===== src/rtl/branch_predictor_btb.sv =====
`default_nettype none
// ============================================================================
// Module      : branch_predictor_btb
// Description : Direct-mapped branch target buffer with 2-bit saturating
//               direction counters, tag check and a saturating mispredict count.
// Revision    : 1.0 - initial release
// ============================================================================
module branch_predictor_btb #(
  parameter int ENTRIES = 8,
  parameter int MISS_W  = 16,
  localparam int IDX_W  = $clog2(ENTRIES),
  localparam int TAG_W  = 32 - IDX_W - 2
) (
  input  logic              CLK,
  input  logic              RST,
  // fetch-side lookup
  input  logic [31:0]       pc,
  input  logic              lookup_en,
  output logic              predict,
  output logic [31:0]       br_target_O,
  output logic [IDX_W-1:0]  index_O,
  output logic              hit,
  // execute-side update
  input  logic              update_en,
  input  logic [IDX_W-1:0]  index_update,
  input  logic [TAG_W-1:0]  update_tag,
  input  logic              br_taken,
  input  logic [31:0]       br_target_I,
  input  logic              predicted,
  input  logic              flush_btb,
  output logic [MISS_W-1:0] mispredict_cnt
);

  localparam logic [1:0]        c_ctr_rst   = 2'b01;
  localparam logic [1:0]        c_ctr_alloc = 2'b10;
  localparam logic [MISS_W-1:0] c_miss_max  = '1;

  logic [ENTRIES-1:0] r_valid;
  logic [TAG_W-1:0]   r_tag    [ENTRIES];
  logic [31:0]        r_target [ENTRIES];
  logic [1:0]         r_ctr    [ENTRIES];
  logic [MISS_W-1:0]  r_miss_cnt;

  logic [IDX_W-1:0]   w_idx;
  logic [TAG_W-1:0]   w_tag;
  logic               w_upd_hit;
  logic               w_upd_ok;
  logic [1:0]         w_ctr_cur;
  logic [1:0]         w_ctr_next;
  logic               w_mispredict;

  // Address bits [1:0] and lookup_en do not influence predictor state.
  logic w_unused;
  assign w_unused = &{1'b0, pc[1:0], lookup_en};

  // ---------------------------------------------------------------- lookup
  assign w_idx       = pc[IDX_W+1:2];
  assign w_tag       = pc[31:IDX_W+2];
  assign hit         = r_valid[w_idx] && (r_tag[w_idx] == w_tag);
  assign predict     = hit && r_ctr[w_idx][1];
  assign br_target_O = r_target[w_idx];
  assign index_O     = w_idx;

  // ---------------------------------------------------------------- update
  assign w_upd_ok   = update_en && !flush_btb;
  assign w_upd_hit  = r_valid[index_update] && (r_tag[index_update] == update_tag);
  assign w_ctr_cur  = r_ctr[index_update];

  always_comb begin
    w_ctr_next = w_ctr_cur;
    if (!w_upd_hit) begin
      w_ctr_next = c_ctr_alloc;
    end else if (br_taken) begin
      if (w_ctr_cur != 2'b11) w_ctr_next = w_ctr_cur + 2'b01;
    end else begin
      if (w_ctr_cur != 2'b00) w_ctr_next = w_ctr_cur - 2'b01;
    end
  end

  // A taken branch always (re)writes tag/target/valid: on a hit the tag is
  // unchanged, on a miss this is the allocation.
  always_ff @(posedge CLK) begin
    if (RST) begin
      r_valid <= '0;
      for (int i = 0; i < ENTRIES; i++) begin
        r_tag[i]    <= '0;
        r_target[i] <= '0;
        r_ctr[i]    <= c_ctr_rst;
      end
    end else if (flush_btb) begin
      r_valid <= '0;
    end else if (w_upd_ok) begin
      if (w_upd_hit || br_taken) begin
        r_ctr[index_update] <= w_ctr_next;
      end
      if (br_taken) begin
        r_valid[index_update]  <= 1'b1;
        r_tag[index_update]    <= update_tag;
        r_target[index_update] <= br_target_I;
      end
    end
  end

  // ------------------------------------------------------ mispredict count
  // Counted regardless of flush: the branch still resolved wrongly.
  assign w_mispredict = update_en && (predicted != br_taken);

  always_ff @(posedge CLK) begin
    if (RST) begin
      r_miss_cnt <= '0;
    end else if (w_mispredict && (r_miss_cnt != c_miss_max)) begin
      r_miss_cnt <= r_miss_cnt + 1'b1;
    end
  end

  assign mispredict_cnt = r_miss_cnt;

endmodule
`default_nettype wire


===== config.mk =====
export PLATFORM = sky130hd
export DESIGN_NAME = branch_predictor_btb
export DESIGN_NICKNAME = d
export VERILOG_FILES = /design/src/rtl/branch_predictor_btb.sv
export SDC_FILE = /design/constraint.sdc
export NUM_CORES = 1
export LEC_CHECK = 0
export BUFFER_PORTS_ARGS = -buffer_cell sky130_fd_sc_hd__buf_2
export CAP_MARGIN = 0
export CORE_ASPECT_RATIO = 1.4
export CORE_MARGIN = 1
export CORE_UTILIZATION = 28
export CTS_BUF_LIST = sky130_fd_sc_hd__clkbuf_4 sky130_fd_sc_hd__clkbuf_8 sky130_fd_sc_hd__clkbuf_16
export DETAILED_ROUTE_END_ITERATION = 10
export PLACE_DENSITY = 0.41
export SLEW_MARGIN = 20
export SYNTH_ARGS = -nofsm -noshare
export SYNTH_HDL_FRONTEND = slang
export SYNTH_SLANG_ARGS = --single-unit

===== constraint.sdc =====
create_clock -name CLK -period 6.18 [get_ports CLK]
set_input_delay 0.309 -clock CLK [delete_from_list [all_inputs] [get_ports CLK]]
set_output_delay 0.309 -clock CLK [all_outputs]
set_load 0.1 [all_outputs]

# Yosys cells after proc, flatten, opt, wreduce, memory -nomap -nowiden

Memories as Yosys holds them, arrays and structs flattened.
Index checks and enable logic that the tools add are counted.

Bits in registers: 24
Latch bits: 0
Memory bits (writable): 488
Memory bits (read-only): 0
Word-level logic and storage cells: 63
Memories kept: 3

Memory list:

| memory   | depth | width | read ports | clocked after Yosys merged registers in | write ports | line | text |
|---|---|---|---|---|---|---|---|
| r_target | 8     | 32    | 1          | 0                                       | 8           | 40   | `logic [31:0] r_target [ENTRIES];` |
| r_tag    | 8     | 27    | 2          | 0                                       | 8           | 39   | `logic [TAG_W-1:0] r_tag [ENTRIES];` |
| r_ctr    | 8     | 2     | 2          | 0                                       | 8           | 41   | `logic [1:0] r_ctr [ENTRIES];` |

Add/subtract/negate cells: 3
Multipliers: 0
Div/mod/pow operators: 0
Order comparisons: 3
Equal/unequal tests: 5
Shift-type cells: 0
Mux-type cells: 31
Bitwise gates (word level): 1
Reductions and logical operators: 15

Operators by type and width:

| cell                                                       | number |
|---|---|
| == test 27 bit                                             | 2 |
| two-way mux 32 bit                                         | 1 |
| OR reduction 32 bit                                        | 1 |
| two-way mux 27 bit                                         | 1 |
| OR reduction 27 bit                                        | 1 |
| two-way mux 1 bit                                          | 18 |
| adder 16 x 1 -> 16 bit, second input constant              | 1 |
| != test 16 bit, second input constant                      | 1 |
| two-way mux 2 bit                                          | 5 |
| two-way mux 3 bit                                          | 3 |
| less-than comparator 3 x 4 -> 1 bit, second input constant | 2 |
| OR 8 bit                                                   | 1 |
| logical AND 1 bit                                          | 7 |
| binary-select mux 1 bit (select 3 bit)                     | 2 |
| OR reduction 2 bit                                         | 2 |
| demux 1 bit (select 3 bit)                                 | 1 |
| >= comparator 3 x 1 -> 1 bit, second input constant        | 1 |
| adder 2 x 1 -> 2 bit, second input constant                | 1 |
| != test 2 bit, second input constant                       | 1 |
| AND reduction 2 bit                                        | 1 |
| nonzero test 2 bit                                         | 1 |
| subtractor 2 x 1 -> 2 bit, second input constant           | 1 |
| zero test 1 bit                                            | 1 |
| logical OR 1 bit                                           | 1 |
| != test 1 bit                                              | 1 |

# Longest topological paths before layout

Gate-level depths: netlist of run 1.

Depth in word-level cells: 11
Mapped depth: 13

# Worst setup path before layout of run 1

OpenSTA, ideal clock, no wires.

Kind: input -> output
Start: input port pc[2]
End: output port predict
Arrival time: 6759 ps
Path slack: -888 ps
Cell stages on the path: 9
Path buffers: 3
Cells stage by stage: clkbuf_1 -> buf_2 -> buf_1 -> mux4_2 -> mux2i_1 -> xor2_1 -> nand4_1 -> nor4_1 -> nor2b_1

Cells in the longest elaborated chain, start to end: 4
Elaborated cells on any way between the ends: 7
Those cells by class: eq/ne (1); mux (2); reduce/logical (2); memory (2)

Ends and longest elaborated chain:

| element                                                                              | line | text |
|---|---|---|
| from (decl)                                                                          | 17   | `input logic [31:0] pc,` |
| memory (8 x 27 bit) / binary-select mux 1 bit (select 3 bit) (equally long branches) | -    |  |
| == test 27 bit / two-way mux 1 bit (equally long branches)                           | 59   | `assign hit = r_valid[w_idx] && (r_tag[w_idx] == w_tag);` |
| logical AND 1 bit (*)                                                                | 59   |  |
| net hit                                                                              | 22   | `output logic hit,` |
| logical AND 1 bit (*)                                                                | 60   | `assign predict = hit && r_ctr[w_idx][1];` |
| to (decl)                                                                            | 19   | `output logic predict,` |

Mark *: on every way through the listed nets, which the timed path passes. The rest lies on a longest branch. The select of a mux whose other input is x is not followed.

==> results by group, run 1 <==
Layout
  – Filler cells: 8,967
  – Final nets: 1,987
  – Final Non-Filler Cells: 3,119
  – Reg area: 15,100 sq um
  – Final Util: 0.331
  – Most frequent cells in the layout: edfxtp_1 (488), and2_1 (466), buf_2 (146)
  – Final std cell area, no fill: 29,800 sq um
  – Layout cells sized above 1: 0.257
  – Area Growth Syn to Fin: 16.6%
  – Commonest non-fill, non-tap cell in the layout: edfxtp_1
  – Footprint of the multi-input gates: 10,000 sq um

Run
  – Max-Cap Viols: 0

Synth
  – Cells after Synth: 1,742
  – Area leader, netlist: edfxtp_1
  – Simple-gate area share of the yosys netlist: 0.151
  – EDFF count, synth: 488
  – Largest cells by area after synthesis: edfxtp_1 (57%), mux4_2 (12%), and2_1 (11%)
  – Post-synthesis register bit count: 512
  – Share of the synthesized area in the top cell type: 0.573
  – Multiplexer area fraction after synthesis: 0.181
  – Post-Syn Nets: 1,844
  – Synthesized cell area: 25,600 sq um
  – Post-synth cell types: 62
  – Adder-Cell Fraction of Synth Area: 0.000489
  – Main combinational cell family by area after synthesis: multiplexers
  – Synth async-reset ratio: 0
  – Post-synthesis xor/xnor area fraction: 0.0178
  – Post-synth top flop: edfxtp_1
  – Compound-Gate Fraction of Synth Area: 0.0362
  – Syn Area/Cell: 14.7 sq um
  – Seq/Total Area, Yosys: 0.592
  – Ys Warns: 0

Setup path
  – R2R depth: 8
  – Max incr delay on CP: 700 ps
  – Crit-path cells: mux4_2 > mux2i_1 > xnor2_1 > nor4_1 > nand3_1 > nor4_2 > nor2b_1 > buf_2
  – Setup crit start: r_tag[4][22]
  – Worst setup SP type: flop
  – Reg2reg end: r_ctr[4][1]
  – CP Data Arrival Time: 4080 ps
  – Crit path kind: reg2out
  – R2r startpoint: r_tag[4][7]
  – Critical Path End Type: output pin
  – Worst-path maximum fanout: 2
  – Crit-path slowest cell: nor4_2
  – Req. time, crit path: 5870 ps
  – R2R setup slack: 2710 ps

Timing
  – Setup TNS: 0 ps
  – Min Tclk post-route: 4390 ps
  – Fin. Hold Viols: 0
  – F_max: 228 MHz
  – RSZ-0062 raised after global routing: false
  – Slew of the pin with the lowest slew margin: 1030 ps
  – Rel. slew slack: 0.310
  – Setup-failing EPs final: 0
  – Worst clock skew: 12.6 ps
  – Max-slew violations: 0
  – Final Cycle Share: 0.710

Place
  – Placed cell area: 27,800 sq um
  – Final HPWL DP: 48,800 um
  – Final GP Congestion: 0.787
  – Inst Count DP: 2,999
  – I/O Buffers: 150

Min path
  – Worst Hold Launch: br_target_I[0]
  – Hold WC Path Type: in2reg
  – Hold EP: r_target[5][0]
  – Min-Delay Path Depth: 2

Global route
  – Largest net degree at the start of global routing: 66
  – Total GRT Usage: 0.176
  – Global route overflow: 0
  – First-pass GRT wire length: 117,000 um
  – Initial antenna violation count: 12
  – Vias in the first global route: 16,242

Detailed routing
  – Vias: 15,242
  – Wirelength per Cell: 26.2 um
  – Drt total wl: 81,900 um
  – Residual DRC: 0
  – Routed Antenna Nets: 0
  – DR vias/cell: 4.89
  – Drt first-iter violations: 994
  – First-pass iteration count of the detailed router: 5

CTS
  – CTS Buf Count: 56
  – Clock Sink Count: 512
  – Clock Latency Late Sink: 640 ps
  – Clock Pin Slew Worst Setup and Hold Paths: 60 ps
  – CTS tree: done
  – CTS Root Cell: clkbuf_16
  – H-tree levels: 2
  – Setup Buffers After CTS: 0
  – Clock Path Buffers: 3

Pwr
  – VDD IR-drop max: 0.000198 V
  – Power per cell area: 288 nW/um^2
  – Leakage: 10.4 nW

Floorplan
  – Die Span Y: 360 um
  – Die Footprint: 92,600 sq um
  – FP Rows: 130
  – I/O pins: 154
  – Die width: 257 um
  – Core ar.: 90,100 sq um
  – Initial Util: 0.284

Outcome
  – Outcome: completed
-- cells in the mapped netlist, drive strengths merged (20+ instances only) --
cell,instances
edfxtp,488
and2,466
mux4,140
mux2i,89
clkbuf,83
mux2,50
buf,43
nor2,34
xnor2,31
dfxtp,24
nand2,24
nor3,23
xor2,21
nor4,20
-- worst max path at each step --
stage | cells after the start | slack [ps] | endpoint
2_1_floorplan | 9 | 310 | predict
3_3_place_gp | 11 | 1640 | predict
3_5_place_dp | 9 | 1640 | predict
4_1_cts | 8 | 1620 | predict
5_1_grt | 10 | 1550 | predict
6_report | 8 | 1790 | predict
-- where the power goes --
part	leakage [nW]	switching [mW]	internal (mW)
Clock	0.925	1.47	2.00
Sequential	4.86	0.0680	3.98
Combinational	4.65	0.704	0.357
-- per-layer routing --
layer / part of all wire / wire length (um) / GRT usage
met5: 0.00028 / 23 / 0
met4: 0.022 / 1800 / 0.0485
met3: 0.040 / 3240 / 0.0247
met2: 0.54 / 44000 / 0.328
met1: 0.40 / 32800 / 0.208
-- metrics by stage --
step,hold WS (ps),setup WS [ps],power [mW]
after global routing,24.0,1550,8.87
after global placement,480,1640,5.19
after CTS,0.985,1620,8.71
final,46.3,1790,8.58
after detailed placement,483,1640,5.20
after floorplan,388,314,4.83
-- logic make-up (layout without fill, tap and decap cells) --
kind of cell / after synthesis / after routing
AOI/OAI and AO/OA: 130 / 130
xor gates and xnor gates: 52 / 52
adders and majority gates: 1 / 1
buffers and inverters: 130 / 316
DFF: 512 / 512
muxes: 279 / 279
other: 0 / 3
and+or+nand+nor: 638 / 638
-- cell type report --
type | instances | area share
Multi-Input combinational cell | 1100 | 0.335
Timing Repair Buffer | 211 | 0.0442
Tap cell | 1188 | 0.0498
Clock inverter | 35 | 0.0128
Inverter | 4 | 0.000503
Sequential cell | 512 | 0.508
Clock buffer | 66 | 0.0495
Antenna cell | 3 | 0.000252
-- repair_timing --
| action | 4_1_cts | 5_1_grt |
|---|---|---|
| endpoints found under the hold margin | 81 | 0 |
| hold buffers | 16 | 0 |
| gates resized for setup | 0 | 0 |
-- critical path: cells and delay by family, from the launching register on --
kind,cells,cell delay (ps)
buffers and inverters,1,430
and+or+nand+nor,4,1500
muxes,2,970
DFF,1,400
xor gates and xnor gates,1,140
-- flip-flops by register name, indices dropped and copies added, names as in the netlist --
name / count
r_ctr: 16
mispredict_cnt: 16
r_valid: 8
r_target: 256
r_tag: 216
Note: power is estimated with default switching activity, not from simulation.
==> run 2: changes to the inputs <==
- PLACE_DENSITY: 0.41 -> 0.42
- clock period: 6.18 -> 3.63 ns (I/O delays scaled with it)
==> run 2 against run 1 <==
Net effect: worst setup slack worse by 1600 ps; register-to-register slack worse by 2500 ps; die area unchanged; sequential power is 70% higher; clock skew about the same; global-route usage grew 0.38 points; power increased by 71%; combinational power grew 87%; flip-flop and latch count unchanged; clock power grew 67%; routed wire length up 1.9%; critical path type unchanged; critical endpoint unchanged.
==> results by group, run 2 (synthesis results as in run 1) <==
Detailed routing
  – Wirelength per Cell: 26.0 um (was 26.2 um)
  – Vias: 15,816 (was 15,242)
  – Routed Antenna Nets: 0 (unchanged)
  – Drt first-iter violations: 993 (was 994)
  – DR vias/cell: 4.93 (was 4.89)
  – First-pass iteration count of the detailed router: 7 (was 5)
  – Drt total wl: 83,400 um (was 81,900 um)
  – Residual DRC: 0 (unchanged)

Layout
  – Reg area: 15,100 sq um (unchanged)
  – Reg with most FFs: r_target (unchanged)
  – Filler cells: 8,832 (was 8,967)
  – Most frequent cells in the layout: edfxtp_1 (488), and2_1 (466), buf_2 (144) (was edfxtp_1 (488), and2_1 (466), buf_2 (146))
  – Footprint of the multi-input gates: 10,100 sq um (was 10,000 sq um)
  – Regs by FF count: r_target: 256 flops, r_tag: 216 flops (unchanged)
  – Layout cells sized above 1: 0.276 (was 0.257)
  – Area Growth Syn to Fin: 21.4% (was 16.6%)
  – Max reg flops: 256 (unchanged)
  – Final nets: 2,073 (was 1,987)
  – Final Non-Filler Cells: 3,206 (was 3,119)
  – Commonest non-fill, non-tap cell in the layout: edfxtp_1 (unchanged)

Global route
  – Largest net degree at the start of global routing: 60 (was 66)
  – Initial antenna violation count: 6 (was 12)
  – First-pass GRT wire length: 121,000 um (was 117,000 um)
  – Vias in the first global route: 16,992 (was 16,242)
  – Total GRT Usage: 0.180 (was 0.176)
  – Global route overflow: 0 (unchanged)

Timing
  – Max-slew violations: 0 (unchanged)
  – F_max: 290 MHz
  – Setup TNS: 0 ps (unchanged)
  – Rel. slew slack: 0.299 (was 0.310)
  – Slew of the pin with the lowest slew margin: 1050 ps (was 1030 ps)
  – Setup ws final: 178 ps (was 1790 ps)
  – Worst clock skew: 12.4 ps (was 12.6 ps)
  – Fin. Hold Viols: 0 (unchanged)
  – Final Cycle Share: 0.951
  – Min Hold Slack: 70.7 ps (was 46.3 ps)
  – RSZ-0062 raised after global routing: false (unchanged)
  – Min Tclk post-route: 3450 ps
  – Setup-failing EPs final: 0 (unchanged)

Setup path
  – R2r startpoint: r_tag[5][7] (was r_tag[4][7])
  – R2R setup slack: 230 ps (was 2710 ps)
  – Reg2reg end: r_ctr[5][1] (was r_ctr[4][1])
  – Max incr delay on CP: 510 ps (was 700 ps)
  – Delay-heaviest family, CP: simple AND/OR/NAND/NOR gates (unchanged)
  – CP most frequent cell: buf_4
  – Worst setup SP type: flop (unchanged)
  – Critical Path End Type: output pin (unchanged)
  – CP Data Arrival Time: 3270 ps (was 4080 ps)
  – Req. time, crit path: 3450 ps (was 5870 ps)
  – Crit-path slowest cell: mux4_2 (was nor4_2)
  – Worst-path maximum fanout: 2 (unchanged)
  – Crit path kind: reg2out (unchanged)
  – R2R depth: 8 (unchanged)
  – Buf+Inv Stages, Crit Path: 3 (was 1)
  – Crit-path cells: mux4_2 > mux2i_1 > xnor2_1 > nor4_2 > nand3_1 > buf_4 > nor4_4 > buf_4 > nor2b_4 > buf_12 (was mux4_2 > mux2i_1 > xnor2_1 > nor4_1 > nand3_1 > nor4_2 > nor2b_1 > buf_2)

Floorplan
  – Die Footprint: 92,600 sq um (unchanged)
  – Die width: 257 um (unchanged)
  – Initial Util: 0.284 (unchanged)
  – I/O pins: 154 (unchanged)
  – Die Span Y: 360 um (unchanged)
  – FP Rows: 130 (unchanged)
  – Core ar.: 90,100 sq um (unchanged)

Pwr
  – Power per cell area: 472 nW/um^2 (was 288 nW/um^2)
  – Leakage: 11.0 nW (was 10.4 nW)
  – VDD IR-drop max: 0.000452 V (was 0.000198 V)

CTS
  – Clock Latency Late Sink: 630 ps (was 640 ps)
  – Clock Pin Slew Worst Setup and Hold Paths: 60 ps (about the same)
  – CTS tree: done (unchanged)
  – Clock Path Buffers: 3 (unchanged)
  – CTS Buf Count: 54 (was 56)
  – CTS Root Cell: clkbuf_16 (unchanged)
  – H-tree levels: 2 (unchanged)
  – Clock Sink Count: 512 (unchanged)

Place
  – Final HPWL DP: 50,800 um (was 48,800 um)
  – Final GP Congestion: 0.792 (was 0.787)
  – Inst Count DP: 3,042 (was 2,999)
  – I/O Buffers: 150 (unchanged)
  – Dpl ws: 60.0 ps (was 1640 ps)

Min path
  – Min-Delay Path Depth: 6 (was 2)
  – Hold EP: mispredict_cnt[12] (was r_target[5][0])
  – Worst Hold Launch: predicted (was br_target_I[0])
  – Hold WC Path Type: in2reg (unchanged)

Run
  – Max-Cap Viols: 0 (unchanged)

Outcome
  – Outcome: completed (unchanged)
[run 2: changes by cell type in the layout (fill, tap and decap cells not counted), moves of 3 or more]
cell and delta:
buf_12 +29, mux2i_4 +7, clkbuf_4 +5, dlygate4sd3_1 +44
clkinv_1 -3, nor4_2 +3, mux2i_1 -9, buf_4 +17
nor4_1 -4, clkbuf_8 +7
[run 2: stage by stage]
step                cell area, sq um  utilization  power, mW
global route                   31100        0.345       15.1
floorplan                      25700            -       8.23
CTS                            31000        0.344       14.8
global placement               28500        0.316       8.93
detailed placement             28500        0.316       8.94
finish                         31100        0.345       14.7
[run 2: worst max-delay path by stage]
| stage | startpoint | cells past startpoint | to |
|---|---|---|---|
| 2_1_floorplan | pc[2] | 9 | predict |
| 3_3_place_gp | index_update[1] | 12 | r_ctr[0][0] |
| 3_5_place_dp | index_update[1] | 12 | r_ctr[5][0] |
| 4_1_cts | r_tag[0][25] | 10 | predict |
| 5_1_grt | r_tag[3][14] | 10 | predict |
| 6_report | r_tag[7][7] | 10 | predict |
[run 2: layout make-up]
cell class | instances | share of cell area
diodes | 3 | 0.000242
clock buffers | 76 | 0.0502
clock inverters | 24 | 0.00842
inverters | 4 | 0.000483
multi-input cells | 1100 | 0.326
flip-flops and latches | 512 | 0.487
well taps | 1188 | 0.0479
repair buffers | 299 | 0.0791
[run 2: what timing repair did]
item | CTS | global route
pin swaps | 2 | 1
hold buffers | 60 | 0
setup buffers | 1 | 0
gates resized for setup | 10 | 10
setup endpoints to repair | 2 | 2
hold endpoints to repair | 471 | 0
[run 2: worst register-to-register path, delay by kind of cell, from the launching register on]
kind             cells  cell delay (ps)
multiplexers         2              720
flip-flops           1              410
AO/OA/AOI/OAI        3              670
AND/OR/NAND/NOR      2             1100
XOR/XNOR             1              220
[run 2: per-layer routing]
metal  up-vias  routed length (um)  global-route usage
met2       324               44300               0.333
li1       7065                   -                   -
met1      8308               34700               0.218
met3       115                2460              0.0223
met5         -                  22                   0
met4         4                1970              0.0477
[run 2: power breakdown]
group | leakage [nW] | total, mW | switching, mW | internal [mW]
registers | 4.86 | 6.89 | 0.119 | 6.77
clock network | 0.920 | 5.78 | 2.43 | 3.35
logic | 5.18 | 1.98 | 1.26 | 0.722
==> run 3: changes to the inputs <==
- CAP_MARGIN: 0 -> 5
- CORE_ASPECT_RATIO: 1.4 -> 0.7
==> run 3 against run 2 <==
Net effect: clock power is 6.2% lower; sequential power hardly changed; power is 2.3% lower; cell count is 1.1% higher; non-clock buffer count is 7 higher.
==> results by group, run 3 (synthesis results as in run 1) <==
Detailed routing
  – Residual DRC: 0 (unchanged)
  – Wirelength per Cell: 25.5 um (was 26.0 um)
  – Drt first-iter violations: 1,201 (was 993)
  – Routed Antenna Nets: 0 (unchanged)
  – Vias: 15,845 (was 15,816)
  – DR vias/cell: 4.89 (was 4.93)
  – Drt total wl: 82,600 um (was 83,400 um)
  – First-pass iteration count of the detailed router: 5 (was 7)

Setup path
  – Crit-path slowest cell: mux4_2 (unchanged)
  – CP Data Arrival Time: 3350 ps (was 3270 ps)
  – Req. time, crit path: 3450 ps (about the same)
  – R2R depth: 9 (was 8)
  – Worst setup SP type: flop (unchanged)
  – Setup crit start: r_tag[6][13] (was r_tag[7][7])
  – Worst-path maximum fanout: 2 (unchanged)
  – R2R setup slack: 410 ps (was 230 ps)
  – Crit-path cells: mux4_2 > mux2i_1 > xnor2_1 > nor4_1 > buf_4 > nand3_2 > nor4_4 > buf_4 > nor2b_4 > buf_12 (was mux4_2 > mux2i_1 > xnor2_1 > nor4_2 > nand3_1 > buf_4 > nor4_4 > buf_4 > nor2b_4 > buf_12)
  – Critical Path End Type: output pin (unchanged)
  – CP most frequent cell: buf_4 (unchanged)
  – Max incr delay on CP: 490 ps (was 510 ps)
  – Crit path kind: reg2out (unchanged)
  – R2r startpoint: r_tag[3][1] (was r_tag[5][7])

Floorplan
  – Die Footprint: 92,600 sq um (about the same)
  – Initial Util: 0.283 (was 0.284)
  – Core ar.: 90,200 sq um (was 90,100 sq um)
  – Die width: 363 um (was 257 um)
  – FP Rows: 92 (was 130)
  – Die Span Y: 255 um (was 360 um)
  – I/O pins: 154 (unchanged)

Place
  – I/O Buffers: 150 (unchanged)
  – Final HPWL DP: 50,100 um (was 50,800 um)
  – Final GP Congestion: 0.782 (was 0.792)

Run
  – Max-Cap Viols: 0 (unchanged)

Pwr
  – Power per cell area: 461 nW/um^2 (was 472 nW/um^2)
  – Pint: 10.5 mW (was 10.8 mW)
  – Sequential Power Share: 0.482 (was 0.470)
  – Sw Share: 0.267 (was 0.260)
  – Pwr Total: 14.3 mW (was 14.7 mW)
  – Leakage: 10.9 nW (was 11.0 nW)
  – VDD IR-drop max: 0.000329 V (was 0.000452 V)
  – Psw: 3.82 mW (was 3.81 mW)
  – Combinational share of power: 0.140 (was 0.135)
  – Power share of the clock group: 0.379 (was 0.395)

Timing
  – Min Tclk post-route: 3530 ps (was 3450 ps)
  – Min Hold Slack: 34.8 ps (was 70.7 ps)
  – Rel. slew slack: 0.436 (was 0.299)
  – RSZ-0062 raised after global routing: true (was false)
  – Fin. Hold Viols: 0 (unchanged)
  – Final Cycle Share: 0.972 (was 0.951)
  – Slew of the pin with the lowest slew margin: 846 ps (was 1050 ps)
  – Worst clock skew: 12.6 ps (was 12.4 ps)
  – F_max: 283 MHz (was 290 MHz)
  – Max-slew violations: 0 (unchanged)
  – Setup-failing EPs final: 0 (unchanged)

CTS
  – Clock Latency Late Sink: 620 ps (was 630 ps)
  – CTS Root Cell: clkbuf_16 (unchanged)
  – Clock Sink Count: 512 (unchanged)
  – CTS Buf Count: 55 (was 54)
  – CTS tree: done (unchanged)
  – Clock Pin Slew Worst Setup and Hold Paths: 60 ps (about the same)
  – H-tree levels: 2 (unchanged)
  – Clock Path Buffers: 3 (unchanged)

Layout
  – Most frequent cells in the layout: edfxtp_1 (488), and2_1 (466), buf_2 (144) (unchanged)
  – Footprint of the multi-input gates: 10,100 sq um (about the same)
  – Reg area: 15,100 sq um (unchanged)
  – Commonest non-fill, non-tap cell in the layout: edfxtp_1 (unchanged)
  – Max reg flops: 256 (unchanged)
  – Final nets: 2,081 (was 2,073)
  – Layout cells sized above 1: 0.270 (was 0.276)
  – Reg with most FFs: r_target (unchanged)
  – Regs by FF count: r_target: 256 flops, r_tag: 216 flops (unchanged)
  – Filler cells: 8,737 (was 8,832)
  – Area Growth Syn to Fin: 21.2% (was 21.4%)

Global route
  – Global route overflow: 0 (unchanged)
  – First-pass GRT wire length: 119,000 um (was 121,000 um)
  – Vias in the first global route: 16,484 (was 16,992)
  – Largest net degree at the start of global routing: 60 (unchanged)
  – Initial antenna violation count: 4 (was 6)
  – Total GRT Usage: 0.179 (was 0.180)

Min path
  – Worst Hold Launch: update_tag[6] (was predicted)
  – Min-Delay Path Depth: 2 (was 6)
  – Hold WC Path Type: in2reg (unchanged)

Outcome
  – Outcome: completed (unchanged)
## run 3: layer usage
layer	part of all wire	wire length, um	GRT usage
met5	0.00050	41	0
met4	0.019	1600	0.0388
met3	0.051	4230	0.0265
met2	0.45	36900	0.279
met1	0.48	39900	0.263
## run 3: cell type report
class / instances / share of cell area
Tap cell: 1222 / 0.0493
Sequential cell: 512 / 0.488
Inverter: 4 / 0.000484
Clock inverter: 36 / 0.00783
Antenna cell: 2 / 0.000161
Clock buffer: 60 / 0.0456
Multi-Input combinational cell: 1100 / 0.325
Timing Repair Buffer: 306 / 0.0829
## run 3: worst max-delay path, delay by kind of cell (launching register included)
family | cells | cell delay [ps]
xor gates and xnor gates | 1 | 120
buffers and inverters | 3 | 570
and+or+nand+nor | 4 | 980
muxes | 2 | 670
DFF | 1 | 390
## run 3: path summary, 6_finish.rpt
kind | end
hold reg to reg | r_valid[6]
setup / recovery | predict
hold / removal | r_tag[7][6]
setup reg to reg | r_ctr[6][1]
## run 3: power by group through the flow
stage | logic, mW | registers (mW) | clock network, mW
after floorplan | 1.25 | 6.98 | 0
after global placement | 1.95 | 7.00 | 0
after detailed placement | 1.95 | 7.01 | 0
after CTS | 2.03 | 6.89 | 5.57
after global routing | 2.11 | 6.92 | 5.77
final | 2.00 | 6.89 | 5.42
## run 3: what timing repair did
action | 4_1_cts | 5_1_grt
buffers inserted | 1 | 0
pin swaps | 2 | 0
endpoints found under the hold margin | 464 | 0
hold buffers | 59 | 0
setup endpoints to repair | 2 | 2
gates resized for setup | 11 | 2
## run 3: per-stage QoR
step                      std cells  cell area [sq um]  setup TNS (ps)  setup WS, ps   util
final                          3242              31000               0           100  0.344
after global routing           3240              31000            -147          -125  0.343
after CTS                      3240              31000           -9.98         -9.98  0.343
after detailed placement       3084              28700               0          83.8  0.318
after global placement         3084              28700               0           110  0.318
after floorplan                1742              25700           -8.97         -8.97      -
